[src/rtl/sdram_arb_pkg.sv]
// rtl/sdram_arb_pkg.sv - shared types for the two-port SDRAM request arbiter
package sdram_arb_pkg;

  typedef enum logic [1:0] {
    ST_IDLE     = 2'd0,
    ST_ISSUE    = 2'd1,
    ST_WAIT_ACK = 2'd2,
    ST_DRAIN    = 2'd3
  } arb_state_t;

  typedef logic port_idx_t;

  localparam port_idx_t PORT0 = 1'b0;
  localparam port_idx_t PORT1 = 1'b1;

  localparam int unsigned DATA_W = 32;
  localparam int unsigned STRB_W = 4;
  localparam int unsigned LEN_W  = 8;

endpackage

[src/rtl/sdram_arb_rr.sv]
// rtl/sdram_arb_rr.sv - 2-way round-robin grant; last_grant moves only on completion
module sdram_arb_rr
  import sdram_arb_pkg::*;
(
  input  logic       clock,
  input  logic       reset_n,
  input  logic [1:0] i_req,
  input  logic       i_done,
  input  port_idx_t  i_done_port,
  output port_idx_t  o_grant
);

  port_idx_t r_last_grant;

  // Reset value PORT1 makes port 0 the winner of the first contested round.
  always_ff @(posedge clock or negedge reset_n) begin
    if (!reset_n) begin
      r_last_grant <= PORT1;
    end else if (i_done) begin
      r_last_grant <= i_done_port;
    end
  end

  always_comb begin
    o_grant = PORT0;
    if (i_req == 2'b11) begin
      o_grant = ~r_last_grant;
    end else if (i_req[1]) begin
      o_grant = PORT1;
    end
  end

endmodule

[src/rtl/sdram_port_arbiter.sv]
// rtl/sdram_port_arbiter.sv - arbitrates two requesters onto one SDRAM core inport
module sdram_port_arbiter
  import sdram_arb_pkg::*;
#(
  parameter int unsigned ADDR_W  = 32,
  parameter int unsigned TIMEOUT = 1024
) (
  input  logic              clock,
  input  logic              reset_n,

  input  logic [STRB_W-1:0] m0_wr_i,
  input  logic              m0_rd_i,
  input  logic [ADDR_W-1:0] m0_addr_i,
  input  logic [DATA_W-1:0] m0_wdata_i,
  output logic              m0_accept_o,
  output logic              m0_ack_o,
  output logic              m0_error_o,
  output logic [DATA_W-1:0] m0_rdata_o,

  input  logic [STRB_W-1:0] m1_wr_i,
  input  logic              m1_rd_i,
  input  logic [ADDR_W-1:0] m1_addr_i,
  input  logic [DATA_W-1:0] m1_wdata_i,
  output logic              m1_accept_o,
  output logic              m1_ack_o,
  output logic              m1_error_o,
  output logic [DATA_W-1:0] m1_rdata_o,

  output logic [STRB_W-1:0] sd_wr_o,
  output logic              sd_rd_o,
  output logic [LEN_W-1:0]  sd_len_o,
  output logic [ADDR_W-1:0] sd_addr_o,
  output logic [DATA_W-1:0] sd_wdata_o,
  input  logic              sd_accept_i,
  input  logic              sd_ack_i,
  input  logic              sd_error_i,
  input  logic [DATA_W-1:0] sd_rdata_i
);

  localparam int unsigned    CNT_W    = (TIMEOUT > 1) ? $clog2(TIMEOUT) : 1;
  localparam logic [CNT_W-1:0] CNT_LAST = CNT_W'((TIMEOUT > 0) ? TIMEOUT - 1 : 0);

  arb_state_t       r_state;
  arb_state_t       w_next;
  port_idx_t        r_grant;
  port_idx_t        w_rr_grant;
  logic [CNT_W-1:0] r_cnt;

  logic [1:0]        w_req;
  logic              w_latch;
  logic              w_accept;
  logic              w_ack;
  logic              w_error;
  logic [DATA_W-1:0] w_rdata;
  logic              w_done;
  logic              w_cnt_clr;
  logic              w_cnt_inc;
  logic              w_sel0;
  logic              w_sel1;

  assign w_req = {m1_rd_i | (|m1_wr_i), m0_rd_i | (|m0_wr_i)};

  sdram_arb_rr u_rr (
    .clock       (clock),
    .reset_n     (reset_n),
    .i_req       (w_req),
    .i_done      (w_done),
    .i_done_port (r_grant),
    .o_grant     (w_rr_grant)
  );

  always_ff @(posedge clock or negedge reset_n) begin
    if (!reset_n) begin
      r_state <= ST_IDLE;
      r_grant <= PORT0;
      r_cnt   <= '0;
    end else begin
      r_state <= w_next;
      if (w_latch) begin
        r_grant <= w_rr_grant;
      end
      if (w_cnt_clr) begin
        r_cnt <= '0;
      end else if (w_cnt_inc) begin
        r_cnt <= r_cnt + CNT_W'(1);
      end
    end
  end

  always_comb begin
    w_next    = r_state;
    w_latch   = 1'b0;
    w_accept  = 1'b0;
    w_ack     = 1'b0;
    w_error   = 1'b0;
    w_rdata   = '0;
    w_done    = 1'b0;
    w_cnt_clr = 1'b0;
    w_cnt_inc = 1'b0;
    case (r_state)
      ST_IDLE: begin
        if (|w_req) begin
          w_latch = 1'b1;
          w_next  = ST_ISSUE;
        end
      end
      ST_ISSUE: begin
        if (sd_accept_i) begin
          w_accept  = 1'b1;
          w_cnt_clr = 1'b1;
          if (sd_ack_i) begin
            w_ack   = 1'b1;
            w_error = sd_error_i;
            w_rdata = sd_rdata_i;
            w_done  = 1'b1;
            w_next  = ST_IDLE;
          end else begin
            w_next = ST_WAIT_ACK;
          end
        end
      end
      ST_WAIT_ACK: begin
        if (sd_ack_i) begin
          w_ack   = 1'b1;
          w_error = sd_error_i;
          w_rdata = sd_rdata_i;
          w_done  = 1'b1;
          w_next  = ST_IDLE;
        end else if ((TIMEOUT != 0) && (r_cnt == CNT_LAST)) begin
          // Forced error completion; the late core ack is swallowed in DRAIN.
          w_ack   = 1'b1;
          w_error = 1'b1;
          w_done  = 1'b1;
          w_next  = ST_DRAIN;
        end else begin
          w_cnt_inc = 1'b1;
        end
      end
      ST_DRAIN: begin
        if (sd_ack_i) begin
          w_next = ST_IDLE;
        end
      end
      default: w_next = ST_IDLE;
    endcase
  end

  always_comb begin
    sd_rd_o    = 1'b0;
    sd_wr_o    = '0;
    sd_addr_o  = '0;
    sd_wdata_o = '0;
    if (r_state == ST_ISSUE) begin
      if (r_grant == PORT1) begin
        sd_rd_o    = m1_rd_i;
        sd_wr_o    = m1_wr_i;
        sd_addr_o  = m1_addr_i;
        sd_wdata_o = m1_wdata_i;
      end else begin
        sd_rd_o    = m0_rd_i;
        sd_wr_o    = m0_wr_i;
        sd_addr_o  = m0_addr_i;
        sd_wdata_o = m0_wdata_i;
      end
    end
  end

  assign sd_len_o = '0;

  assign w_sel0 = (r_grant == PORT0);
  assign w_sel1 = (r_grant == PORT1);

  assign m0_accept_o = w_accept & w_sel0;
  assign m0_ack_o    = w_ack & w_sel0;
  assign m0_error_o  = w_error & w_sel0;
  assign m0_rdata_o  = w_sel0 ? w_rdata : '0;

  assign m1_accept_o = w_accept & w_sel1;
  assign m1_ack_o    = w_ack & w_sel1;
  assign m1_error_o  = w_error & w_sel1;
  assign m1_rdata_o  = w_sel1 ? w_rdata : '0;

endmodule

[config.mk]
export PLATFORM = sky130hd
export DESIGN_NAME = sdram_port_arbiter
export DESIGN_NICKNAME = d
export VERILOG_FILES = /design/src/rtl/sdram_arb_pkg.sv /design/src/rtl/sdram_arb_rr.sv /design/src/rtl/sdram_port_arbiter.sv
export SDC_FILE = /design/constraint.sdc
export NUM_CORES = 1
export LEC_CHECK = 0
export BUFFER_PORTS_ARGS = -buffer_cell sky130_fd_sc_hd__buf_2
export CORE_AREA = 3 3 126 128
export DETAILED_ROUTE_END_ITERATION = 7
export DIE_AREA = 0 0 129 131
export HOLD_SLACK_MARGIN = 0.02
export MAX_ROUTING_LAYER = met4
export PLACE_DENSITY = 0.54
export SETUP_SLACK_MARGIN = 0.3
export SYNTH_ARGS = -nofsm -noshare
export SYNTH_HDL_FRONTEND = slang
export SYNTH_SLANG_ARGS = --single-unit
[constraint.sdc]
create_clock -name clock -period 4.1 [get_ports clock]
set_input_delay 0.205 -clock clock [delete_from_list [all_inputs] [get_ports clock]]
set_output_delay 0.205 -clock clock [all_outputs]
set_load 0.01 [all_outputs]
==> impl_metrics.csv, run 1 <==
group,metric,value,unit
outcome,status,"finished, final reports clean",
timing,min_period_over_period,66.8,%
timing,finClkSkew,0.00416,ns
worst_setup_path,critical_path_arrival,2.53,ns
placement,place_area,0.00426,mm^2
final_layout,mostFrequentLayoutCells,"buf_2, mux2i_1, nor2b_1",
synth,synth_edf_count,0,
timing,final-hold-violation-count,0,
cts,numClockSinks,14,
timing,worstMarginPinSlew,0.889,ns
placement,pre_cts_ws,1.63,ns
worst_setup_path,start_kind,"flop",
worst_setup_path,critPathKind,"reg2out",
worst_setup_path,r2r_slack,1.70,ns
drt,via_count,3434,
die,fp.dieW,129,um
global_routing,grt_overflow,0,
global_routing,grt_usage,12.7,%
placement,place_hpwl,10200,um
die,design.core.area,0.0150,mm^2
drt,m1WireLength,5260,um
final_layout,areaGrowthSynthToFinish,68.1,%
die,initial_core_util,17.3,%
pwr,p_leak,2.84,nW
cts,postCtsSetupRepairBufs,0,
timing,rsz0062_at_grt,"false",
pwr,post-layout-total-power,2.21,mW
worst_hold_path,hp-class,"in2reg",
cts,htree_levels,1,
global_routing,grt_pass1_vias,2951,
timing,fin_crit,2.74,ns
worst_setup_path,reg2reg_from,"r_state[1]",
global_routing,grt_max_degree,74,
worst_hold_path,min-delay-start,"sd_accept_i",
cts,path_clk_slew,0.05,ns
cts,insertion_delay,0.25,ns
worst_setup_path,r2r_end,"u_rr.r_last_grant",
worst_setup_path,critPathTopFamily,"buffers and inverters",
placement,gp_congestion,0.778,
timing,setup-tns-final,0,ns
timing,max_freq,365,MHz
synth,syn_area_per_cell,7.70,um^2
drt,drc_errors,0,
drt,ant_nets,0,
die,io_pins,322,
synth,synth_cells,337,
pwr,power.density,506,mW/mm^2
timing,slew_viol_final,0,
worst_hold_path,min_to,"r_cnt[7]",
timing,finalSetupViolCount,0,
cts,cts_buffers,3,
final_layout,finalInstanceArea,0.00436,mm^2
global_routing,antenna_found_initial,0,
placement,port-buffer-count,313,
synth,synth_top_area_share,27.8,%
die,rows,45,
drt,drt-wirelength-per-cell,15.4,um
cts,cts_tree,"built",
cts,cts_buffer_depth,2,
final_layout,final_cell_count_no_fill,814,
drt,wl_met3,1040,um
worst_setup_path,path_cells,"inv_1 > ha_2 > and2_1 > o211a_1 > buf_4 > a31oi_1 > nor3_1 > buf_2",
final_layout,fin_util,29.1,%
pwr,ir_worst_vdd,273,uV
job,cap_violations,0,
global_routing,grt_pass1_wl,16800,um
worst_setup_path,r2r_cells,7,
placement,dp_cells,809,
drt,drt_iter0_markers,164,
synth,ys.flop_type,"dfrtp_1",
drt,drt_first_pass_iters,4,
synth,yosys_warnings,0,
die,die_area,0.0169,mm^2
synth,ys_ff_latch,14,
final_layout,n_antenna_cell,0,
worst_setup_path,max_stage_delay,0.40,ns
worst_setup_path,cp.required,3.89,ns
drt,dr.max_layer_used,"met4",
worst_setup_path,path_max_fanout,65,
drt,routed_wl,12500,um
cts,clk_root_buffer_cell,"clkbuf_16",
final_layout,final_common_cell,"buf_2",
drt,wl_met2,6220,um
final_layout,nets,808,
synth,synthArstFlopShare,100,%
timing,slew_headroom,40.7,%
synth,synth_area_leader_cell,"mux2i_1",
synth,yosysSeqAreaShare,13.6,%
final_layout,drive_gt1_share,52.4,%
synth,synth_cell_type_count,39,
synth,netlist_top_cells_area,"mux2i_1, nor2b_1, and3_1, dfrtp_1, clkbuf_1",
drt,via_per_inst,4.22,
worst_setup_path,end_kind,"output port",
synth,syn_area,0.00259,mm^2
worst_setup_path,worst-path-buf-inv,3,
die,die_h,131,um
worst_setup_path,slowest_stage,"buf_4",
timing,whs,0.207,ns
worst_hold_path,hold_depth,2,
timing,layout_setup_ws,1.36,ns
-- synth_stat cells, types with 2 or more instances --
cell,number
a21oi_1,5
and2_1,2
and3_1,66
buf_2,7
buf_4,8
clkbuf_1,24
dfrtp_1,13
ha_1,6
inv_1,6
mux2i_1,72
nand2_1,7
nand3_1,2
nor2_1,12
nor2b_1,69
nor3_1,5
o21ai_0,4
or3_1,4
xor2_1,4
-- logic make-up (layout without fill, tap and decap cells) --
family	Yosys count	in the layout	share of synthesized area, %
simple gates	173	173	40.0
mux	73	73	28.2
buf+inv	46	328	8.44
compound gates	20	20	5.40
flops	14	14	13.6
fa+ha+maj	6	6	2.89
xor+xnor	4	4	1.35
other cells	1	8	0.145
-- state kept, by name, summed over array words and instances, names as in the netlist --
signal             flops
u_rr.r_last_grant      1
r_state                2
r_grant                1
r_cnt                 10
-- power by group --
group / leakage, nW / internal (mW) / switching [mW]
sequential: 0.186 / 0.169 / 0.0989
clock: 0.0442 / 0.148 / 0.0584
combinational: 2.61 / 0.785 / 0.948
-- routing by layer --
metal	vias to the layer above	track usage (%)
li1	1742	-
met1	1571	16.7
met5	-	-
met4	0	0.556
met3	2	3.37
met2	119	20.8
-- timing repair --
action,4_1_cts,5_1_grt
hold endpoints to repair,13,0
gates resized for setup,0,0
hold buffers,1,0
-- how the worst max path moves through the flow --
stage                endpoint       start  cells after the start  slack (ns)
2_1_floorplan  m0_rdata_o[10]  r_state[1]                      7        2.32
3_3_place_gp       m1_error_o  r_state[1]                      8        1.68
3_5_place_dp       m1_error_o  r_state[1]                      8        1.63
4_1_cts            m1_error_o  r_state[1]                      8        1.36
5_1_grt            m0_error_o  r_state[1]                      8        1.11
6_report           m1_error_o  r_state[1]                      8        1.36
-- cell type report --
class	instances	area [um^2]
Tap cell	188	235
Inverter	6	22.5
Fill cell	1647	10600
Clock buffer	4	88.8
Sequential cell	14	355
Timing Repair Buffer	318	1610
Multi-Input combinational cell	284	2050
-- worst reg2reg max path, cell delays in order, from the launching register on --
cell and delay [ns]:
dfrtp_1 0.36, inv_1 0.10, ha_2 0.18, and2_1 0.29, o211a_1 0.26, buf_4 0.27
a31oi_1 0.48, mux2_2 0.39
Power figures use the tool's default switching activity.
==> inputs of run 2 (changes only) <==
Settings changed: ABC_AREA set to 1, CORE_AREA 3 3 126 128 to 3 3 123 125, DIE_AREA 0 0 129 131 to 0 0 126 128, PLACE_DENSITY 0.54 to 0.57.
Clock period 4.1 ns to 2.6 ns, I/O delays scaled along.
==> impl_metrics.csv, run 2 <==
group,metric,value,unit
worst_setup_path,r2r_cells,9,
synth,synth_cells,493,
pwr,post-layout-total-power,4.13,mW
global_routing,grt_pass1_wl,20100,um
die,die_h,128,um
worst_hold_path,hp-class,"in2reg",
synth,synth.most_common_cell,"nor2_1",
final_layout,mostFrequentLayoutCells,"buf_2, nor2_1, o21ai_0",
drt,drt_first_pass_iters,6,
drt,drt_iter0_markers,198,
final_layout,n_antenna_cell,0,
final_layout,nets,966,
worst_setup_path,cp.required,2.47,ns
die,design.core.area,0.0140,mm^2
cts,cts_buffers,3,
synth,synthAdderAreaFrac,2.83,%
timing,fin_crit,2.19,ns
cts,numClockSinks,14,
drt,via_count,4190,
drt,ant_nets,0,
die,die_area,0.0161,mm^2
die,rows,43,
global_routing,antenna_found_initial,0,
synth,synth.mux.area_fraction,0,%
cts,htree_levels,1,
placement,place_hpwl,11500,um
worst_setup_path,critPathKind,"reg2out",
drt,drc_errors,0,
pwr,p_leak,2.67,nW
timing,finClkSkew,0.00286,ns
final_layout,fill_cells,1594,
drt,routed_wl,14000,um
job,cap_violations,0,
cts,clk_root_buffer_cell,"clkbuf_16",
worst_setup_path,critical_path_arrival,2.06,ns
final_layout,reg_top3,"r_cnt (10), r_state (2)",
synth,netlist_top_cells_count,"nor2_1, o21ai_0, nor3_1",
worst_setup_path,reg2reg_from,"r_state[0]",
final_layout,final_cell_count_no_fill,964,
cts,path_clk_slew,0.05,ns
worst_setup_path,cp-startpoint,"r_state[1]",
worst_setup_path,r2r_end,"r_cnt[4]",
synth,netlist_top_cells_area,"nor2_1, o21ai_0, dfrtp_1, nor3_1, inv_1",
placement,dp_cells,957,
global_routing,grt_max_degree,72,
synth,synth-simple-area-share,47.1,%
global_routing,grt_overflow,0,
synth,synth_cell_type_count,32,
worst_setup_path,end_kind,"output port",
cts,cts_resized,0,
synth,synth_xor_area_share,0.331,%
synth,synth_edf_count,0,
cts,cts_buffer_depth,2,
timing,finalSetupViolCount,0,
synth,syn_area_per_cell,5.37,um^2
pwr,power.density,932,mW/mm^2
pwr,ir_worst_vdd,459,uV
timing,rsz0062_at_grt,"false",
synth,synth_top_family_by_area,"simple AND/OR/NAND/NOR gates",
placement,port-buffer-count,313,
synth,synth_compound_area_share,17.8,%
worst_setup_path,path_max_fanout,16,
worst_setup_path,crit_path_end,"m0_rdata_o[6]",
synth,ys.flop_type,"dfrtp_1",
global_routing,grt_usage,15.6,%
final_layout,drive_gt1_share,45.0,%
cts,cts_tree,"built",
worst_setup_path,r2r_slack,0.95,ns
worst_setup_path,start_kind,"flop",
final_layout,areaGrowthSynthToFinish,67.3,%
synth,ys_ff_latch,14,
final_layout,final_common_cell,"buf_2",
timing,slew_viol_final,0,
final_layout,largest_reg_flops,10,
cts,insertion_delay,0.25,ns
synth,syn_area,0.00265,mm^2
synth,synth_area_leader_cell,"nor2_1",
synth,yosysSeqAreaShare,13.3,%
timing,max_freq,457,MHz
drt,drt-wirelength-per-cell,14.6,um
timing,min_period_over_period,84.2,%
timing,setup-tns-final,0,ns
synth,synth_top_area_share,21.0,%
placement,gp_congestion,0.869,
outcome,status,"finished, final reports clean",
worst_hold_path,hold_depth,4,
final_layout,largest_register,"r_cnt",
synth,synthArstFlopShare,100,%
die,io_pins,322,
synth,yosys_warnings,0,
timing,final-hold-violation-count,0,
die,fp.dieW,126,um
global_routing,grt_pass1_vias,3650,
drt,via_per_inst,4.35,
die,initial_core_util,18.9,%
[run 2: area by class of cell]
type	count	area (um^2)	share of cell area, %
well taps	180	225	5.08
multi-input cells	383	1840	41.5
inverters	57	220	4.97
clock buffers	4	88.8	2.01
repair buffers	326	1700	38.5
flip-flops and latches	14	355	8.02
[run 2: worst max-delay path, cell delays in order, from the launching register on]
cell and delay (ns):
dfrtp_1 0.39, inv_1 0.10, ha_2 0.23, nand2_8 0.14, inv_1 0.09, o211ai_4 0.35, buf_4 0.28, nor3_1 0.07
buf_2 0.15
[run 2: how the worst min path moves through the flow]
| stage | from | end | slack (ns) |
|---|---|---|---|
| final | sd_ack_i | r_state[1] | 0.26 |
| after detailed placement | reset_n | r_cnt[0] | 0.06 |
| after floorplan | reset_n | r_cnt[0] | -0.17 |
| after global routing | sd_ack_i | r_state[1] | 0.27 |
| after CTS | sd_ack_i | r_state[1] | 0.25 |
| after global placement | reset_n | r_cnt[0] | 0.06 |
[run 2: metal layers]
metal,vias to the layer above,routed length [um],global-route usage (%)
met3,13,1070,2.17
met5,-,0,-
li1,2147,-,-
met4,0,177,1.96
met1,1827,6120,21.2
met2,203,6680,25.7
[run 2: power by group]
group / switching (mW) / internal, mW / leakage, nW
combinational: 2.26 / 1.18 / 2.44
sequential: 0.0817 / 0.274 / 0.186
clock: 0.0954 / 0.234 / 0.0442
total: 2.44 / 1.69 / 2.67
[run 2: through the flow]
step                      setup slack [ns]  utilization [%]  instance area (um^2)  hold slack [ns]
after floorplan                      0.967                -                  2680           -0.166
after global placement               0.745             30.9                  4320           0.0570
after detailed placement             0.677             30.9                  4320           0.0588
after CTS                            0.413             31.6                  4420            0.255
after global routing                 0.300             31.7                  4430            0.270
final                                0.410             31.7                  4430            0.256
[run 2: cell families (layout without fill, tap and decap cells)]
group | Yosys count | after routing
AO/OA/AOI/OAI | 88 | 88
XOR/XNOR | 1 | 1
adder cells (fa/ha/maj) | 6 | 6
buffers and inverters | 103 | 387
flip-flops | 14 | 14
other | 1 | 8
AND/OR/NAND/NOR | 280 | 280
[run 2: repair_timing]
action	CTS	global route
endpoints found under the hold margin	13	0
hold buffers	1	0
setup buffers	0	2
setup endpoints to repair	0	8
==> inputs of run 3 (changes only) <==
Settings changed: CORE_AREA 3 3 123 125 to 3 3 125 127, DIE_AREA 0 0 126 128 to 0 0 128 130.
Clock period 2.6 ns to 1.8 ns, I/O delays scaled along.
==> impl_metrics.csv, run 3 (synthesis results as in run 2) <==
group,metric,value,unit
worst_setup_path,cp.required,1.71,ns
timing,setup-tns-final,-4.30,ns
timing,finClkSkew,0.00429,ns
die,initial_core_util,18.2,%
worst_setup_path,path_cells,"inv_2 > ha_4 > nand2_8 > buf_4 > buf_12 > o21ai_4 > nand3_4 > nor3_2 > buf_2",
global_routing,grt_pass1_wl,21100,um
final_layout,largest_register,"r_cnt",
drt,ant_nets,0,
pwr,p_leak,3.24,nW
worst_setup_path,critPathKind,"reg2out",
final_layout,areaGrowthSynthToFinish,123,%
worst_setup_path,slowest_stage,"dfrtp_1",
drt,drt_iter0_markers,193,
pwr,power.density,1540,mW/mm^2
worst_setup_path,path_depth,9,
final_layout,nets,1017,
pwr,ir_worst_vdd,557,uV
global_routing,grt_max_degree,68,
final_layout,n_antenna_cell,0,
worst_setup_path,r2r_cells,11,
final_layout,multi_input_area,0.00245,mm^2
die,design.core.area,0.0145,mm^2
placement,gp_congestion,0.857,
job,cap_violations,0,
drt,drc_errors,0,
timing,rsz0062_at_grt,"true",
global_routing,grt_pass1_vias,3935,
placement,port-buffer-count,313,
placement,pre_cts_ws,-0.00277,ns
worst_hold_path,hp-class,"in2reg",
timing,min_period_over_period,107,%
cts,cts_buffer_depth,2,
worst_setup_path,critPathTopFamily,"buffers and inverters",
outcome,violations,"negative setup slack",
final_layout,largest_reg_flops,10,
placement,place_hpwl,10900,um
cts,path_clk_slew,0.05,ns
final_layout,reg_top3,"r_cnt (10), r_state (2)",
timing,final-hold-violation-count,0,
final_layout,drive_gt1_share,61.8,%
drt,via_count,4404,
cts,clk_root_buffer_cell,"clkbuf_16",
drt,routed_wl,16000,um
worst_hold_path,hold_depth,4,
global_routing,antenna_found_initial,0,
drt,via_per_inst,4.32,
cts,numClockSinks,14,
cts,insertion_delay,0.25,ns
drt,drt-wirelength-per-cell,15.7,um
die,rows,44,
cts,cts_buffers,3,
final_layout,fin_util,40.6,%
outcome,status,"finished with violations",
worst_setup_path,worst-path-buf-inv,4,
die,io_pins,322,
cts,htree_levels,1,
worst_setup_path,start_kind,"flop",
timing,max_freq,518,MHz
cts,cts_tree,"built",
timing,finalSetupViolCount,85,
final_layout,final_common_cell,"buf_2",
timing,slew_viol_final,0,
worst_setup_path,path_max_fanout,5,
global_routing,grt_overflow,0,
die,fp.dieW,128,um
final_layout,regArea,355,um^2
timing,fin_crit,1.93,ns
timing,layout_setup_ws,-0.131,ns
global_routing,grt_usage,16.2,%
worst_setup_path,max_stage_delay,0.39,ns
final_layout,fill_cells,1532,
worst_setup_path,end_kind,"output port",
drt,drt_first_pass_iters,4,
die,die_h,130,um
worst_setup_path,critical_path_arrival,1.84,ns
die,die_area,0.0166,mm^2
final_layout,mostFrequentLayoutCells,"buf_2, nor2_1, nor3_2",
[run 3: stage by stage]
stage | std cells | area [um^2] | hold slack [ns] | power [mW]
after global routing | 1019 | 5900 | 0.300 | 9.69
after floorplan | 500 | 3000 | -0.206 | 3.75
after detailed placement | 971 | 4770 | 0.0282 | 5.80
after global placement | 971 | 4770 | 0.0174 | 5.81
final | 1019 | 5900 | 0.266 | 9.07
after CTS | 1004 | 5370 | 0.261 | 7.45
[run 3: layout make-up]
type | instances | share of cell area, %
inverter | 57 | 3.97
timing repair buffer | 376 | 42.9
multi-input combinational | 383 | 41.5
timing repair inverter | 1 | 0.276
sequential | 14 | 6.02
clock buffer | 4 | 1.51
tap | 184 | 3.90
[run 3: power by group]
group | leakage (nW) | internal [mW] | switching, mW
combinational | 3.01 | 3.68 | 4.44
sequential | 0.186 | 0.396 | 0.0637
clock | 0.0442 | 0.338 | 0.153
[run 3: timing repair]
action / in CTS / in global routing
pin swaps: 8 / 23
setup buffers: 23 / 6
cloned: 5 / 9
endpoints found under the setup margin: 152 / 152
resized for setup: 46 / 108
hold buffers: 1 / 0
endpoints found under the hold margin: 13 / 0
[run 3: worst reg2reg max path, stage by stage, from the launching register on]
cell	delay [ns]
dfrtp_1	0.41
buf_6	0.13
ha_4	0.17
buf_4	0.14
buf_12	0.14
clkbuf_16	0.18
inv_1	0.05
o21ai_0	0.06
inv_1	0.13
nand3_2	0.09
nand2_1	0.07
nand2_1	0.05
[run 3: worst paths after layout]
| check | start | to | slack (ns) |
|---|---|---|---|
| max reg2reg | r_state[0] | r_state[1] | 0.08 |
| max | r_state[1] | m1_error_o | -0.13 |
| min reg2reg | u_rr.r_last_grant | u_rr.r_last_grant | 0.47 |
| min in group asynchronous | reset_n | r_cnt[8] | 0.28 |
| min | sd_ack_i | r_state[1] | 0.27 |
| max in group asynchronous | reset_n | u_rr.r_last_grant | 1.21 |
[run 3: metal layers]
metal	global-route usage [%]	vias up	share of wire (%)
met4	1.75	0	0.64
li1	-	2264	-
met1	19.6	1955	41
met2	29.8	175	51
met3	2.09	10	7.3
met5	-	-	0
